[src/rtl/flappy_pkg.sv]
// Shared Flappy-VGA constants, state encoding and small helpers.
// Imported by every block in the game pipeline.
package flappy_pkg;

  localparam int SCREEN_W     = 640;
  localparam int SCREEN_H     = 480;
  localparam int GROUND_Y     = 440;
  localparam int PIPE_W       = 40;
  localparam int PIPE_SPACING = 320;
  localparam int GAP_MIN      = 40;
  localparam int GAP_H        = 120;
  localparam int SCORE_MAX    = 999;
  localparam int XW           = 10;

  localparam logic [15:0] LFSR_SEED = 16'hACE1;

  // One-hot so the q_* state outputs come straight from flops.
  typedef enum logic [2:0] {
    ST_INITIAL = 3'b001,
    ST_RUN     = 3'b010,
    ST_OVER    = 3'b100
  } state_t;

  function automatic logic [XW-1:0] x_left(input logic [XW-1:0] xr, input logic [XW-1:0] w);
    return (xr > w) ? xr - w : '0;
  endfunction

endpackage

[src/rtl/pipe_engine_if.sv]
// Bus between the pipe engine and its neighbours: control, bird box in,
// pipe rectangles, score and state out.
interface pipe_engine_if;
  import flappy_pkg::*;

  logic          Start;
  logic          Ack;
  logic [XW-1:0] Bird_X_L;
  logic [XW-1:0] Bird_X_R;
  logic [XW-1:0] Bird_Y_T;
  logic [XW-1:0] Bird_Y_B;
  logic [XW-1:0] Pipe0_X_L;
  logic [XW-1:0] Pipe0_X_R;
  logic [XW-1:0] Pipe0_Gap_T;
  logic [XW-1:0] Pipe0_Gap_B;
  logic [XW-1:0] Pipe1_X_L;
  logic [XW-1:0] Pipe1_X_R;
  logic [XW-1:0] Pipe1_Gap_T;
  logic [XW-1:0] Pipe1_Gap_B;
  logic [XW-1:0] Score;
  logic          Collision;
  logic          q_Initial;
  logic          q_Run;
  logic          q_Over;

  modport master (
    output Start, Ack, Bird_X_L, Bird_X_R, Bird_Y_T, Bird_Y_B,
    input  Pipe0_X_L, Pipe0_X_R, Pipe0_Gap_T, Pipe0_Gap_B,
    input  Pipe1_X_L, Pipe1_X_R, Pipe1_Gap_T, Pipe1_Gap_B,
    input  Score, Collision, q_Initial, q_Run, q_Over
  );

  modport slave (
    input  Start, Ack, Bird_X_L, Bird_X_R, Bird_Y_T, Bird_Y_B,
    output Pipe0_X_L, Pipe0_X_R, Pipe0_Gap_T, Pipe0_Gap_B,
    output Pipe1_X_L, Pipe1_X_R, Pipe1_Gap_T, Pipe1_Gap_B,
    output Score, Collision, q_Initial, q_Run, q_Over
  );

endinterface

[src/rtl/lfsr16.sv]
// Free-running 16-bit Fibonacci LFSR (taps 16,14,13,11), right-shifting.
// Only reset reseeds it, so gap sequences depend on when play starts.
module lfsr16
  import flappy_pkg::*;
(
  input  logic        Clk,
  input  logic        reset,
  output logic [15:0] q
);

  logic [15:0] q_reg;
  logic        feedback;

  assign feedback = q_reg[0] ^ q_reg[2] ^ q_reg[3] ^ q_reg[5];

  always_ff @(posedge Clk) begin
    if (reset) begin
      q_reg <= LFSR_SEED;
    end else begin
      q_reg <= {feedback, q_reg[15:1]};
    end
  end

  assign q = q_reg;

endmodule

[src/rtl/pipe_engine.sv]
// Scrolling two-pipe generator with scoring and collision detection.
// Game state machine plus per-pipe scroll/respawn datapath; all outputs registered.
module pipe_engine #(
  parameter int SCREEN_W     = flappy_pkg::SCREEN_W,
  parameter int PIPE_W       = flappy_pkg::PIPE_W,
  parameter int PIPE_SPACING = flappy_pkg::PIPE_SPACING,
  parameter int GAP_MIN      = flappy_pkg::GAP_MIN,
  parameter int GAP_H        = flappy_pkg::GAP_H,
  parameter int GROUND_Y     = flappy_pkg::GROUND_Y,
  parameter int TICK_DIV     = 250000
) (
  input  logic         Clk,
  input  logic         reset,
  pipe_engine_if.slave bus
);
  import flappy_pkg::*;

  localparam int TW = (TICK_DIV > 1) ? $clog2(TICK_DIV) : 1;
  localparam logic [TW-1:0] TICK_LAST = TW'(TICK_DIV - 1);
  localparam logic [XW-1:0] GAP_T_INIT = XW'(GAP_MIN + 128);
  localparam logic [XW-1:0] GAP_B_INIT = XW'(GAP_MIN + 128 + GAP_H);
  localparam logic [1:0][XW-1:0] XR_INIT = {XW'(SCREEN_W + PIPE_W + PIPE_SPACING),
                                            XW'(SCREEN_W + PIPE_W)};
  localparam logic [1:0][XW-1:0] XL_INIT = {x_left(XR_INIT[1], XW'(PIPE_W)),
                                            x_left(XR_INIT[0], XW'(PIPE_W))};

  state_t               state_reg, state_next;
  logic                 collision_reg, collision_next;
  logic [XW-1:0]        score_reg, score_next;
  logic [XW:0]          score_sum;
  logic [TW-1:0]        tick_reg, tick_next;
  logic [1:0][XW-1:0]   xr_reg, xr_next;
  logic [1:0][XW-1:0]   xl_reg, xl_next;
  logic [1:0][XW-1:0]   gap_t_reg, gap_t_next;
  logic [1:0][XW-1:0]   gap_b_reg, gap_b_next;
  logic [1:0]           scored_reg, scored_next;

  logic [15:0]          lfsr_q;
  logic                 unused_lfsr_hi;
  logic [1:0][XW-1:0]   xr_dec, xr_step, gap_t_step;
  logic [1:0]           respawn, pipe_hit, qualify;
  logic                 hit, step;

  lfsr16 u_lfsr (
    .Clk   (Clk),
    .reset (reset),
    .q     (lfsr_q)
  );

  assign unused_lfsr_hi = ^lfsr_q[15:8];

  // Per-pipe scroll, respawn, hit and score qualification.
  for (genvar gi = 0; gi < 2; gi++) begin : g_pipe
    localparam int OTHER = 1 - gi;

    assign respawn[gi]    = (xr_reg[gi] == '0);
    assign xr_dec[gi]     = respawn[gi] ? '0 : xr_reg[gi] - 1'b1;
    // A respawning pipe lines up behind the other pipe's post-step position.
    assign xr_step[gi]    = respawn[gi] ? xr_dec[OTHER] + XW'(PIPE_SPACING) : xr_dec[gi];
    assign gap_t_step[gi] = respawn[gi] ? XW'(GAP_MIN) + {{(XW-8){1'b0}}, lfsr_q[7:0]}
                                        : gap_t_reg[gi];
    assign pipe_hit[gi]   = (bus.Bird_X_R >= xl_reg[gi]) && (bus.Bird_X_L <= xr_reg[gi]) &&
                            ((bus.Bird_Y_T < gap_t_reg[gi]) || (bus.Bird_Y_B > gap_b_reg[gi]));
    assign qualify[gi]    = (xr_reg[gi] < bus.Bird_X_L) && !scored_reg[gi];
  end

  assign hit  = (state_reg == ST_RUN) &&
                ((bus.Bird_Y_B >= XW'(GROUND_Y)) || (|pipe_hit));
  assign step = (state_reg == ST_RUN) && !hit && (tick_reg == TICK_LAST);

  always_comb begin
    state_next     = state_reg;
    collision_next = 1'b0;
    score_next     = score_reg;
    tick_next      = tick_reg;
    xr_next        = xr_reg;
    gap_t_next     = gap_t_reg;
    scored_next    = scored_reg;
    score_sum      = {1'b0, score_reg} + {{XW{1'b0}}, qualify[0]} + {{XW{1'b0}}, qualify[1]};

    case (state_reg)
      ST_INITIAL: begin
        if (bus.Start) begin
          state_next = ST_RUN;
          score_next = '0;
        end
      end
      ST_RUN: begin
        if (hit) begin
          state_next     = ST_OVER;
          collision_next = 1'b1;
        end else begin
          tick_next   = (tick_reg == TICK_LAST) ? '0 : tick_reg + 1'b1;
          score_next  = (score_sum > (XW+1)'(SCORE_MAX)) ? XW'(SCORE_MAX) : score_sum[XW-1:0];
          scored_next = scored_reg | qualify;
          if (step) begin
            xr_next     = xr_step;
            gap_t_next  = gap_t_step;
            scored_next = scored_next & ~respawn;
          end
        end
      end
      ST_OVER: begin
        if (bus.Ack) begin
          state_next  = ST_INITIAL;
          xr_next     = XR_INIT;
          gap_t_next  = {2{GAP_T_INIT}};
          tick_next   = '0;
          scored_next = '0;
        end
      end
      default: state_next = ST_INITIAL;
    endcase

    for (int i = 0; i < 2; i++) begin
      xl_next[i]    = x_left(xr_next[i], XW'(PIPE_W));
      gap_b_next[i] = gap_t_next[i] + XW'(GAP_H);
    end
  end

  always_ff @(posedge Clk) begin
    if (reset) begin
      state_reg     <= ST_INITIAL;
      collision_reg <= 1'b0;
      score_reg     <= '0;
      tick_reg      <= '0;
      xr_reg        <= XR_INIT;
      xl_reg        <= XL_INIT;
      gap_t_reg     <= {2{GAP_T_INIT}};
      gap_b_reg     <= {2{GAP_B_INIT}};
      scored_reg    <= '0;
    end else begin
      state_reg     <= state_next;
      collision_reg <= collision_next;
      score_reg     <= score_next;
      tick_reg      <= tick_next;
      xr_reg        <= xr_next;
      xl_reg        <= xl_next;
      gap_t_reg     <= gap_t_next;
      gap_b_reg     <= gap_b_next;
      scored_reg    <= scored_next;
    end
  end

  assign bus.Pipe0_X_L   = xl_reg[0];
  assign bus.Pipe0_X_R   = xr_reg[0];
  assign bus.Pipe0_Gap_T = gap_t_reg[0];
  assign bus.Pipe0_Gap_B = gap_b_reg[0];
  assign bus.Pipe1_X_L   = xl_reg[1];
  assign bus.Pipe1_X_R   = xr_reg[1];
  assign bus.Pipe1_Gap_T = gap_t_reg[1];
  assign bus.Pipe1_Gap_B = gap_b_reg[1];
  assign bus.Score       = score_reg;
  assign bus.Collision   = collision_reg;
  assign bus.q_Initial   = state_reg[0];
  assign bus.q_Run       = state_reg[1];
  assign bus.q_Over      = state_reg[2];

endmodule
[src/flat_wrapper.sv]
// flat-port wrapper written by rule: the top's interface ports become plain ports
module pipe_engine_flat import flappy_pkg::*;
#(
  parameter int SCREEN_W     = flappy_pkg::SCREEN_W,
  parameter int PIPE_W       = flappy_pkg::PIPE_W,
  parameter int PIPE_SPACING = flappy_pkg::PIPE_SPACING,
  parameter int GAP_MIN      = flappy_pkg::GAP_MIN,
  parameter int GAP_H        = flappy_pkg::GAP_H,
  parameter int GROUND_Y     = flappy_pkg::GROUND_Y,
  parameter int TICK_DIV     = 250000
)
  (Clk, reset, bus_Start, bus_Ack, bus_Bird_X_L, bus_Bird_X_R, bus_Bird_Y_T, bus_Bird_Y_B, bus_Pipe0_X_L, bus_Pipe0_X_R, bus_Pipe0_Gap_T, bus_Pipe0_Gap_B, bus_Pipe1_X_L, bus_Pipe1_X_R, bus_Pipe1_Gap_T, bus_Pipe1_Gap_B, bus_Score, bus_Collision, bus_q_Initial, bus_q_Run, bus_q_Over);
  pipe_engine_if bus_i ();
  input  logic Clk;
  input  logic reset;
  input wire logic [$bits(bus_i.Start)-1:0] bus_Start;
  input wire logic [$bits(bus_i.Ack)-1:0] bus_Ack;
  input wire logic [$bits(bus_i.Bird_X_L)-1:0] bus_Bird_X_L;
  input wire logic [$bits(bus_i.Bird_X_R)-1:0] bus_Bird_X_R;
  input wire logic [$bits(bus_i.Bird_Y_T)-1:0] bus_Bird_Y_T;
  input wire logic [$bits(bus_i.Bird_Y_B)-1:0] bus_Bird_Y_B;
  output wire logic [$bits(bus_i.Pipe0_X_L)-1:0] bus_Pipe0_X_L;
  output wire logic [$bits(bus_i.Pipe0_X_R)-1:0] bus_Pipe0_X_R;
  output wire logic [$bits(bus_i.Pipe0_Gap_T)-1:0] bus_Pipe0_Gap_T;
  output wire logic [$bits(bus_i.Pipe0_Gap_B)-1:0] bus_Pipe0_Gap_B;
  output wire logic [$bits(bus_i.Pipe1_X_L)-1:0] bus_Pipe1_X_L;
  output wire logic [$bits(bus_i.Pipe1_X_R)-1:0] bus_Pipe1_X_R;
  output wire logic [$bits(bus_i.Pipe1_Gap_T)-1:0] bus_Pipe1_Gap_T;
  output wire logic [$bits(bus_i.Pipe1_Gap_B)-1:0] bus_Pipe1_Gap_B;
  output wire logic [$bits(bus_i.Score)-1:0] bus_Score;
  output wire logic [$bits(bus_i.Collision)-1:0] bus_Collision;
  output wire logic [$bits(bus_i.q_Initial)-1:0] bus_q_Initial;
  output wire logic [$bits(bus_i.q_Run)-1:0] bus_q_Run;
  output wire logic [$bits(bus_i.q_Over)-1:0] bus_q_Over;
  assign bus_i.Start = bus_Start;
  assign bus_i.Ack = bus_Ack;
  assign bus_i.Bird_X_L = bus_Bird_X_L;
  assign bus_i.Bird_X_R = bus_Bird_X_R;
  assign bus_i.Bird_Y_T = bus_Bird_Y_T;
  assign bus_i.Bird_Y_B = bus_Bird_Y_B;
  assign bus_Pipe0_X_L = bus_i.Pipe0_X_L;
  assign bus_Pipe0_X_R = bus_i.Pipe0_X_R;
  assign bus_Pipe0_Gap_T = bus_i.Pipe0_Gap_T;
  assign bus_Pipe0_Gap_B = bus_i.Pipe0_Gap_B;
  assign bus_Pipe1_X_L = bus_i.Pipe1_X_L;
  assign bus_Pipe1_X_R = bus_i.Pipe1_X_R;
  assign bus_Pipe1_Gap_T = bus_i.Pipe1_Gap_T;
  assign bus_Pipe1_Gap_B = bus_i.Pipe1_Gap_B;
  assign bus_Score = bus_i.Score;
  assign bus_Collision = bus_i.Collision;
  assign bus_q_Initial = bus_i.q_Initial;
  assign bus_q_Run = bus_i.q_Run;
  assign bus_q_Over = bus_i.q_Over;
  pipe_engine #(.SCREEN_W(SCREEN_W), .PIPE_W(PIPE_W), .PIPE_SPACING(PIPE_SPACING), .GAP_MIN(GAP_MIN), .GAP_H(GAP_H), .GROUND_Y(GROUND_Y), .TICK_DIV(TICK_DIV)) u_core (.Clk(Clk), .reset(reset), .bus(bus_i));
endmodule
[config.mk]
export PLATFORM = sky130hd
export DESIGN_NAME = pipe_engine_flat
export DESIGN_NICKNAME = d
export VERILOG_FILES = /design/src/rtl/flappy_pkg.sv /design/src/rtl/pipe_engine_if.sv /design/src/rtl/lfsr16.sv /design/src/rtl/pipe_engine.sv /design/src/flat_wrapper.sv
export SDC_FILE = /design/constraint.sdc
export NUM_CORES = 1
export LEC_CHECK = 0
export CAP_MARGIN = 20
export CORE_UTILIZATION = 54
export CTS_CLUSTER_SIZE = 8
export DETAILED_ROUTE_END_ITERATION = 7
export HOLD_SLACK_MARGIN = 0.05
export PLACE_DENSITY = 0.81
export SLEW_MARGIN = 20
export SYNTH_ARGS = -nofsm -noshare
export SYNTH_HDL_FRONTEND = slang
export SYNTH_SLANG_ARGS = --single-unit
[constraint.sdc]
create_clock -name Clk -period 4.3 [get_ports Clk]
set_clock_uncertainty 0.05 [all_clocks]
set_input_delay 0.43 -clock Clk [delete_from_list [all_inputs] [get_ports Clk]]
set_output_delay 0.43 -clock Clk [all_outputs]
set_load 0.05 [all_outputs]
Word-level counts from Yosys, hierarchy flattened:

Index checks and enable logic that the tools add are counted.

* $add $sub $neg: 12
* multipliers: 0
* divide/modulo/power cells: 0
* order comparisons: 14
* equality and inequality tests: 8
* shifts and indexed selects: 0
* mux-type cells: 33
* bitwise gates (word level): 9
* reductions and logical operators: 26

Operators by type and width (number)
* $mux W20: 6
* $mux W10: 11
* $pmux W20 S2: 2
* $mux W18: 3
* $lt A10 B10 Y1: 4
* $pmux W18 S2: 1
* $add A10 B7 Y10 const B: 2
* $add A10 B9 Y10 const B: 2
* $ge A10 B10 Y1: 2
* $gt A10 B10 Y1: 2
* $gt A10 B6 Y1 const B: 2
* $le A10 B10 Y1: 2
* $logic_not A10 Y1: 2
* $pmux W10 S2: 1
* $sub A10 B1 Y10 const B: 2
* $sub A10 B6 Y10 const B: 2
* $add A18 B1 Y18 const B: 1
* $eq A18 B18 Y1 const B: 1
* $add A10 B1 Y11: 1
* $add A11 B1 Y11: 1
* $gt A11 B10 Y1 const B: 1
* $ge A10 B9 Y1 const B: 1
* $add A6 B8 Y9 const A: 1
* $logic_and A1 B1 Y1: 9
* other kinds (20): 40

* register bits after elaboration: 130
* latch bits: 0
* bits in writable memories: 0
* ROM bits: 0
* input port bits: 44
* output and inout bits: 94
* word-level logic and storage cells: 118
* memories kept: 0

Depth between registers and ports, before layout:

Gate-level depths: netlist of run 1.

* word-level depth: 15
* mapped depth: 21
* depth with buffers taken out: 20

Cells and area by module:

Synthesis of run 1 repeated with hierarchy kept, for this count alone.

* cells, all modules: 1027
* area, all modules: 8235.4 um^2

By module, submodules not included
* pipe_engine: times used 1, cells an instance 991, area an instance 7777.5 um^2, sequential area each 2162.1 um^2
* lfsr16: times used 1, cells an instance 36, area an instance 457.9 um^2, sequential area each 320.3 um^2

Worst setup path after synthesis of run 1:

OpenSTA, ideal clock, no wires.

* path kind: reg-to-reg
* start: register u_core.xr_reg, in the netlist u_core.bus.Pipe0_X_R[8]
* end: register u_core.score_reg[3] (netlist: u_core.bus.Score[3])
* library setup time: 70 ps
* arrival: 4111 ps
* required time: 4180 ps
* slack: 68 ps
* cell stages (with the launch flop): 22
* path buffers: 1
* clock period less this slack: 4232 ps
* path through: dfxtp_1 > clkbuf_1 > inv_1 > ha_1 > nand4_1 > a211oi_1 > or3_1 > o21a_1 > nand2b_1 > fa_1 > inv_1 > ha_1 > nand3_1 > nand4_1 > o21ai_0 > a22o_1 > a22oi_1 > nor2_1 > nor2_1 > nand2_1 > or4_1 > a21oi_1

* word-level cells in the longest chain between the ends: 8
* elaborated cells between the ends (all ways): 16
* classes of those cells: add/sub (2); order compare (3); eq/ne (1); mux (3); reduce/logical (7)

RTL lines
* from (decl): RTL line pipe_engine.sv:32 `logic [1:0][XW-1:0] xr_reg, xr_next;`
* from (signal assigned): RTL line pipe_engine.sv:137 `xr_reg <= xr_next;`
* $lt A10 B10 Y1 / $le A10 B10 Y1 (equally long branches): RTL line pipe_engine.sv:64, pipe_engine.sv:62
* $logic_and A1 B1 Y1, on equally long branches: RTL line pipe_engine.sv:64, pipe_engine.sv:62
* $add A10 B1 Y11 / $logic_and A1 B1 Y1 (equally long branches): RTL line pipe_engine.sv:79, pipe_engine.sv:62
* $add A11 B1 Y11 / $reduce_or A2 Y1 (equally long branches): RTL line pipe_engine.sv:79, pipe_engine.sv:68
* $gt A11 B10 Y1 / $logic_or A1 B1 Y1 (equally long branches): RTL line pipe_engine.sv:94, pipe_engine.sv:68
* $mux W10 / $logic_and A1 B1 Y1 (equally long branches): RTL line pipe_engine.sv:94, pipe_engine.sv:67
* $mux W10 / $ne A2 B2 Y1 (equally long branches)
* $pmux W10 S2 / $reduce_and A3 Y1 (equally long branches)
* to (signal assigned): RTL line pipe_engine.sv:135 `score_reg <= score_next;`
* to (decl): RTL line pipe_engine.sv:29 `logic [XW-1:0] score_reg, score_next;`

Parallel ways exist; a longest one is shown, timed or not. The select of a mux whose other input is x is not followed.
A chain may end at the register's enable or synchronous reset.

Final worst setup path of run 1:

* start: input bus_Bird_X_L[7]
* end: register u_core.xl_reg, in the netlist u_core.bus.Pipe1_X_L[9]

* word-level cells in the longest chain between the ends: 14
* elaborated cells between the ends (all ways): 18
* classes of those cells: add/sub (1); order compare (3); mux (4); reduce/logical (10)

RTL lines
* from (decl): RTL line flat_wrapper.sv:18 `input wire logic [$bits(bus_i.Bird_X_L)-1:0] bus_Bird_X_L;`
* $le A10 B10 Y1: RTL line pipe_engine.sv:62 `assign pipe_hit[gi] = (bus.Bird_X_R >= xl_reg[gi]) && (bus.Bird_X_L <= xr_reg[gi]) &&`
* $logic_and A1 B1 Y1 (2 in series): RTL line pipe_engine.sv:62
* $reduce_or A2 Y1 *: RTL line pipe_engine.sv:68 `((bus.Bird_Y_B >= XW'(GROUND_Y)) || (|pipe_hit));`
* $logic_or A1 B1 Y1 *: RTL line pipe_engine.sv:68
* $logic_and A1 B1 Y1 *: RTL line pipe_engine.sv:67 `assign hit = (state_reg == ST_RUN) &&`
* $logic_not A1 Y1: RTL line pipe_engine.sv:69 `assign step = (state_reg == ST_RUN) && !hit && (tick_reg == TICK_LAST);`
* $logic_and A1 B1 Y1 (2 in series): RTL line pipe_engine.sv:69
* $mux W20: RTL line pipe_engine.sv:96 `if (step) begin`
* $mux W20 *: RTL line pipe_engine.sv:89 `if (hit) begin`
* $pmux W20 S2 *: RTL line pipe_engine.sv:81 `case (state_reg)`
* $sub A10 B6 Y10 / $gt A10 B6 Y1 (equally long branches): RTL line flappy_pkg.sv:25 `return (xr > w) ? xr - w : '0;`
* $mux W10 *: RTL line flappy_pkg.sv:25
* to (signal assigned): RTL line pipe_engine.sv:138 `xl_reg <= xl_next;`
* to (decl): RTL line pipe_engine.sv:33 `logic [1:0][XW-1:0] xl_reg, xl_next;`

Every way passes the cells marked *; elsewhere a longest branch is shown, timed or not.

==> flow_summary.ini, run 1 <==
[outcome]
status = completed

[route]
wl_mm = 24.5
antenna_left = 0
route.detailed.drc = 0
drt-initial-drc-count = 734
via_per_inst = 5.86
dr_total_vias = 8294
dr.pass1.iters = 6
wl_per_cell_um = 17.3

[placement]
placed_area_mm2 = 0.0102
dp_hpwl_mm = 18.2
port_buffers = 137
placedCellCount = 1382
place_congestion = 0.928

[clocking]
clkTransAtPathRegs_ns = 0.06
cts_root_buffer = clkbuf_16
cts_sinks = 124
htreeDepth = 4
cts-root-to-sink-buffers = 2
cts_buffers = 17
clk_latency_ns = 0.42
cts_tree = done

[sta]
slew_headroom = 0.290
drv_slew = 0
hold_viol_final = 0
worstMarginPinSlew_ns = 1.06
period_share = 0.940
setup-violations-final = 0
period_minus_slack_ns = 4.04
rsz0062_at_grt = false
fmax_mhz = 248

[grt]
globalRouteOverflowTotal = 0
antenna_found_initial = 0
grt_pass1_vias = 7884
grt_pass1_wl_mm = 38.9
track_usage = 0.327
grt_max_degree = 77

[pwr]
intPower_mw = 2.26
finalPower_mw = 2.94
comb_power_share = 0.081
p_switching_mw = 0.688
clkPwrFrac = 0.521
share_seq_of_total_power = 0.398
switching_share = 0.234
peakVddDrop_mv = 0.345
power.density_mw_per_mm2 = 272
p_leak_nw = 4.49

[synthesis]
synth_area_mm2 = 0.00805
synthTopCellsByCount = dfxtp_1 (124), nor2_1 (109), inv_1 (95)
yosysMostFrequentCell = dfxtp_1
synth_top_cell_by_area = dfxtp_1
synth_top_area_frac = 0.308
synth_area_leaders = dfxtp_1 (31%), ha_1 (14%), nor2_1 (5.1%)
ys_warn_count = 0
async_flop_share = 0
syn_inst = 1007
ys_ff_latch = 124
synth_ff_type = dfxtp_1
seq_area_frac_synth = 0.308
synth_cell_types = 73
synth_edf_count = 0
synthesis.nets = 1141
syn_avg_cell_area_um2 = 7.99

[run]
cap_violations = 0

[critical_path]
cp.required_ns = 4.54
startpoint = bus_Bird_X_L[7]
criticalPathCategory = in2reg
crit_arrival_ns = 4.28
r2r-start = u_core.bus.Pipe0_X_R[1]
crit_fanout = 14
ff2ff_setup_slack_ns = 0.31
cp-end-kind = flop
cp-start-kind = input pin

[die]
die_area_mm2 = 0.0154
core_area_mm2 = 0.0145
die_w_um = 124
ioPinCount = 138
num_rows = 44
die_y_um = 124
start_util = 0.554

[hold_path]
hold_path.class = reg2reg
min_from = u_core.u_lfsr.q[12]

[finish]
drive_gt1_frac = 0.130
instances_no_fill = 1415
diodes = 0
stdcell_area_mm2 = 0.0108
nNetsFinal = 1352
area_growth_pct = 34.6
largest_register_ffs = 18
utilization = 0.745
nFillCells = 1091
layer usage:
metal / track usage / share of wire / vias to the layer above / routed length (µm)
li1: - / - / 3969 / -
met1: 0.427 / 0.43 / 3866 / 10600
met2: 0.518 / 0.46 / 391 / 11200
met3: 0.0586 / 0.079 / 68 / 1940
met4: 0.156 / 0.035 / 0 / 849
met5: 0 / 0 / - / 0
path summary, 6_finish.rpt:
path | end | cells past startpoint
worst max-delay path | u_core.bus.Pipe1_X_L[9] | 19
worst min-delay path | u_core.u_lfsr.q[11] | 1
worst max register to register | u_core.bus.Score[3] | 20
worst min register to register | u_core.u_lfsr.q[11] | 1
layout by cell type, fill, tap and decap left out, types with 4 or more instances in the layout:
master / netlist / routed
a221oi_1: 4 / 4
and2_1: 7 / 7
nor2_1: 109 / 109
and3_1: 15 / 15
o211ai_1: 8 / 8
o21ai_0: 44 / 44
or4_1: 5 / 5
dfxtp_1: 124 / 124
nor4b_1: 4 / 4
clkbuf_16: 0 / 17
clkdlybuf4s50_1: 0 / 136
clkinvlp_4: 0 / 7
xor2_1: 19 / 19
bufinv_16: 0 / 4
nand2b_1: 22 / 22
inv_1: 95 / 95
xnor2_1: 21 / 21
or3_1: 6 / 6
ha_1: 89 / 89
nand4_1: 18 / 18
o21a_1: 4 / 4
nor3_1: 34 / 34
a31oi_1: 11 / 11
and4_1: 6 / 6
nand3_1: 30 / 30
nand2_1: 78 / 78
buf_4: 7 / 91
o21ai_1: 6 / 6
or2_2: 13 / 13
o31ai_1: 5 / 5
a21oi_1: 64 / 64
a211oi_1: 13 / 12
mux2_2: 4 / 4
mux2i_1: 10 / 10
a21o_1: 16 / 16
nor2b_1: 19 / 19
critical path, cell delays in order:
cell and delay [ns]:
clkdlybuf4s50_1 0.50, inv_1 0.06, ha_1 0.30, nand4_1 0.18
nor3_1 0.32, nor4_2 0.09, buf_4 0.16, buf_4 0.14
a222oi_1 0.45, buf_4 0.25, nor4b_4 0.06, buf_12 0.18
buf_4 0.16, a211o_1 0.29, o21ai_0 0.16, buf_4 0.21
nor2_1 0.05, a31oi_1 0.16, o21ai_0 0.12
power by group through the flow:
| stage | Clock (mW) | Sequential [mW] | Combinational, mW |
|---|---|---|---|
| floorplan | 0 | 1.20 | 0.119 |
| global placement | 0 | 1.20 | 0.223 |
| detailed placement | 0 | 1.20 | 0.228 |
| CTS | 1.54 | 1.17 | 0.233 |
| global route | 1.59 | 1.17 | 0.262 |
| finish | 1.53 | 1.17 | 0.238 |
logic make-up after synthesis:
logic type | count (synthesis) | share of synthesized area
flip-flops | 124 | 0.308
AND/OR/NAND/NOR | 385 | 0.241
AO/OA/AOI/OAI | 222 | 0.181
XOR/XNOR | 40 | 0.0435
buffers and inverters | 132 | 0.0662
adder cells (fa/ha/maj) | 90 | 0.141
multiplexers | 14 | 0.0180
final cells by class:
cell class	instances	area (µm²)	area share
Timing Repair Buffer	229	2070	0.191
Multi-Input combinational cell	751	5060	0.467
Clock buffer	18	439	0.0405
Sequential cell	124	2480	0.229
Tap cell	184	230	0.0213
Clock inverter	14	195	0.0180
Inverter	95	357	0.0329
per-stage QoR:
stage	TNS (ns)	hold slack, ns	worst slack [ns]
finish	0	0.358	0.260
global route	0	0.376	0.0303
CTS	0	0.361	0.0405
detailed placement	-3.10	0.347	-0.261
global placement	-2.34	0.344	-0.229
floorplan	0	0.339	0.0685
what timing repair did:
action                                  CTS  global route
resized for setup                         0             6
buffers inserted                          0             1
hold buffers                              0             0
endpoints found under the setup margin    0             6
Power figures use the tool's default switching activity.
==> run 2, diff against run 1 <==
Settings changed: CORE_UTILIZATION 54 to 58, PLACE_DENSITY 0.81 to 0.86.
Clock period 4.3 ns to 4.84 ns, I/O delays scaled along.
==> run 2 against run 1 <==
Net effect: sequential power down 11%; final cell count down 5.3%; die area down 6.8%; critical path depth up 2; clock power down 14%; non-clock buffer count down 66; worst setup slack better by 0.27 ns; flip-flop and latch count unchanged; combinational power down 13%; global-route usage up 1.3 points; sequential share of layout area up 1.3 points; largest cell class unchanged.
==> flow_summary.ini, run 2 (same netlist as run 1, synthesis figures left out) <==
[critical_path]
crit_arrival_ns = 4.60
cp-end-kind = flop
crit_fanout = 5
cp.required_ns = 5.14
criticalPathCategory = in2reg
cp-start-kind = input pin

[hold_path]
hold_path.class = reg2reg

[route]
wl_per_cell_um = 18.0
antenna_left = 0
drt-initial-drc-count = 1065
dr.pass1.iters = 6
via_per_inst = 6.09
route.detailed.drc = 0
dr_total_vias = 8155
wl_mm = 24.1

[sta]
fin_setup_tns_ns = 0
hold_viol_final = 0
drv_slew = 0
worstMarginPinSlew_ns = 1.05
rsz0062_at_grt = false
period_share = 0.890
period_minus_slack_ns = 4.31
hold-worst-slack_ns = 0.357
slew_headroom = 0.301
fmax_mhz = 232
setup-violations-final = 0

[pwr]
peakVddDrop_mv = 0.261
power.density_mw_per_mm2 = 250
p_leak_nw = 4.18
finalPower_mw = 2.56

[finish]
nNetsFinal = 1286
drive_gt1_frac = 0.0739
seq_area_mm2 = 0.00248
area_growth_pct = 27.6
largest_register_ffs = 18
layout_common_cells = clkdlybuf4s50_1 (136), dfxtp_1 (123), nor2_1 (109), inv_1 (95), ha_1 (89)
nFillCells = 934
diodes = 0
multi_input_area_mm2 = 0.00503
final_common_cell = clkdlybuf4s50_1
stdcell_area_mm2 = 0.0103

[clocking]
cts_tree = done
postCtsHoldBufs = 0
cts_buffers = 17
clk_latency_ns = 0.42
post_cts_buffers = 0
htreeDepth = 4
cts-root-to-sink-buffers = 2
cts_resized = 0
clkTransAtPathRegs_ns = 0.06
cts_root_buffer = clkbuf_16
cts_sinks = 124

[placement]
dp_hpwl_mm = 17.6
port_buffers = 137
place_congestion = 0.972
placed_area_mm2 = 0.00965

[grt]
grt_max_degree = 77
grt_pass1_vias = 7599
track_usage = 0.340
antenna_found_initial = 0
grt_pass1_wl_mm = 38.4
globalRouteOverflowTotal = 0

[die]
start_util = 0.601
die_w_um = 120
num_rows = 42
die_area_mm2 = 0.0144
core_area_mm2 = 0.0134
ioPinCount = 138
die_y_um = 120

[run]
cap_violations = 0

[outcome]
status = completed
run 2: through the flow:
stage	worst slack, ns	util	cells
after floorplan	0.608	-	1007
after global placement	0.372	0.720	1309
after detailed placement	0.165	0.720	1309
after CTS	0.489	0.766	1340
after global routing	0.180	0.766	1340
final	0.534	0.766	1340
run 2: cell type report:
type | count | share of cell area
clock inverters | 6 | 0.0105
flip-flops and latches | 124 | 0.242
well taps | 176 | 0.0214
repair buffers | 163 | 0.152
clock buffers | 25 | 0.0492
inverters | 95 | 0.0347
multi-input cells | 751 | 0.490
run 2: worst paths after layout:
kind | from | endpoint | slack (ns) | cells past startpoint
min | u_core.u_lfsr.q[12] | u_core.u_lfsr.q[11] | 0.36 | 1
min reg2reg | u_core.u_lfsr.q[12] | u_core.u_lfsr.q[11] | 0.36 | 1
max | bus_Bird_X_L[7] | u_core.bus.Score[3] | 0.53 | 21
max reg2reg | u_core.bus.Pipe1_X_R[7] | u_core.bus.Score[3] | 0.56 | 19
run 2: power by group:
part,switching (mW),leakage [nW],internal (mW)
clock network,0.443,0.299,0.873
logic,0.113,2.87,0.0929
registers,0.00859,1.00,1.03
total,0.565,4.18,2.00
run 2: critical path, stage by stage:
cell and delay, ns:
clkdlybuf4s50_1 0.49, inv_1 0.05, ha_1 0.28, a211oi_1 0.25, nor2_1 0.07, nor4_1 0.30
buf_4 0.20, nand2b_1 0.08, fa_1 0.44, inv_1 0.09, ha_1 0.21, nand3_1 0.18
nand4_1 0.15, o21ai_0 0.08, a22o_1 0.23, a22oi_1 0.18, nor2_1 0.09, nor2_1 0.13
nand2_1 0.07, or4_1 0.40, a21oi_1 0.16
run 2: per-layer routing:
layer | GRT usage | routed length, µm | part of all wire
met4 | 0.126 | 676 | 0.028
met5 | 0 | 0 | 0
met3 | 0.0841 | 2350 | 0.097
met2 | 0.552 | 11100 | 0.46
met1 | 0.435 | 9950 | 0.41
==> run 3, diff against run 2 <==
Settings changed: HOLD_SLACK_MARGIN 0.05 to 0.03.
==> results of run 3 <==
Final layout, timing and power as in run 2 (identical DEF).
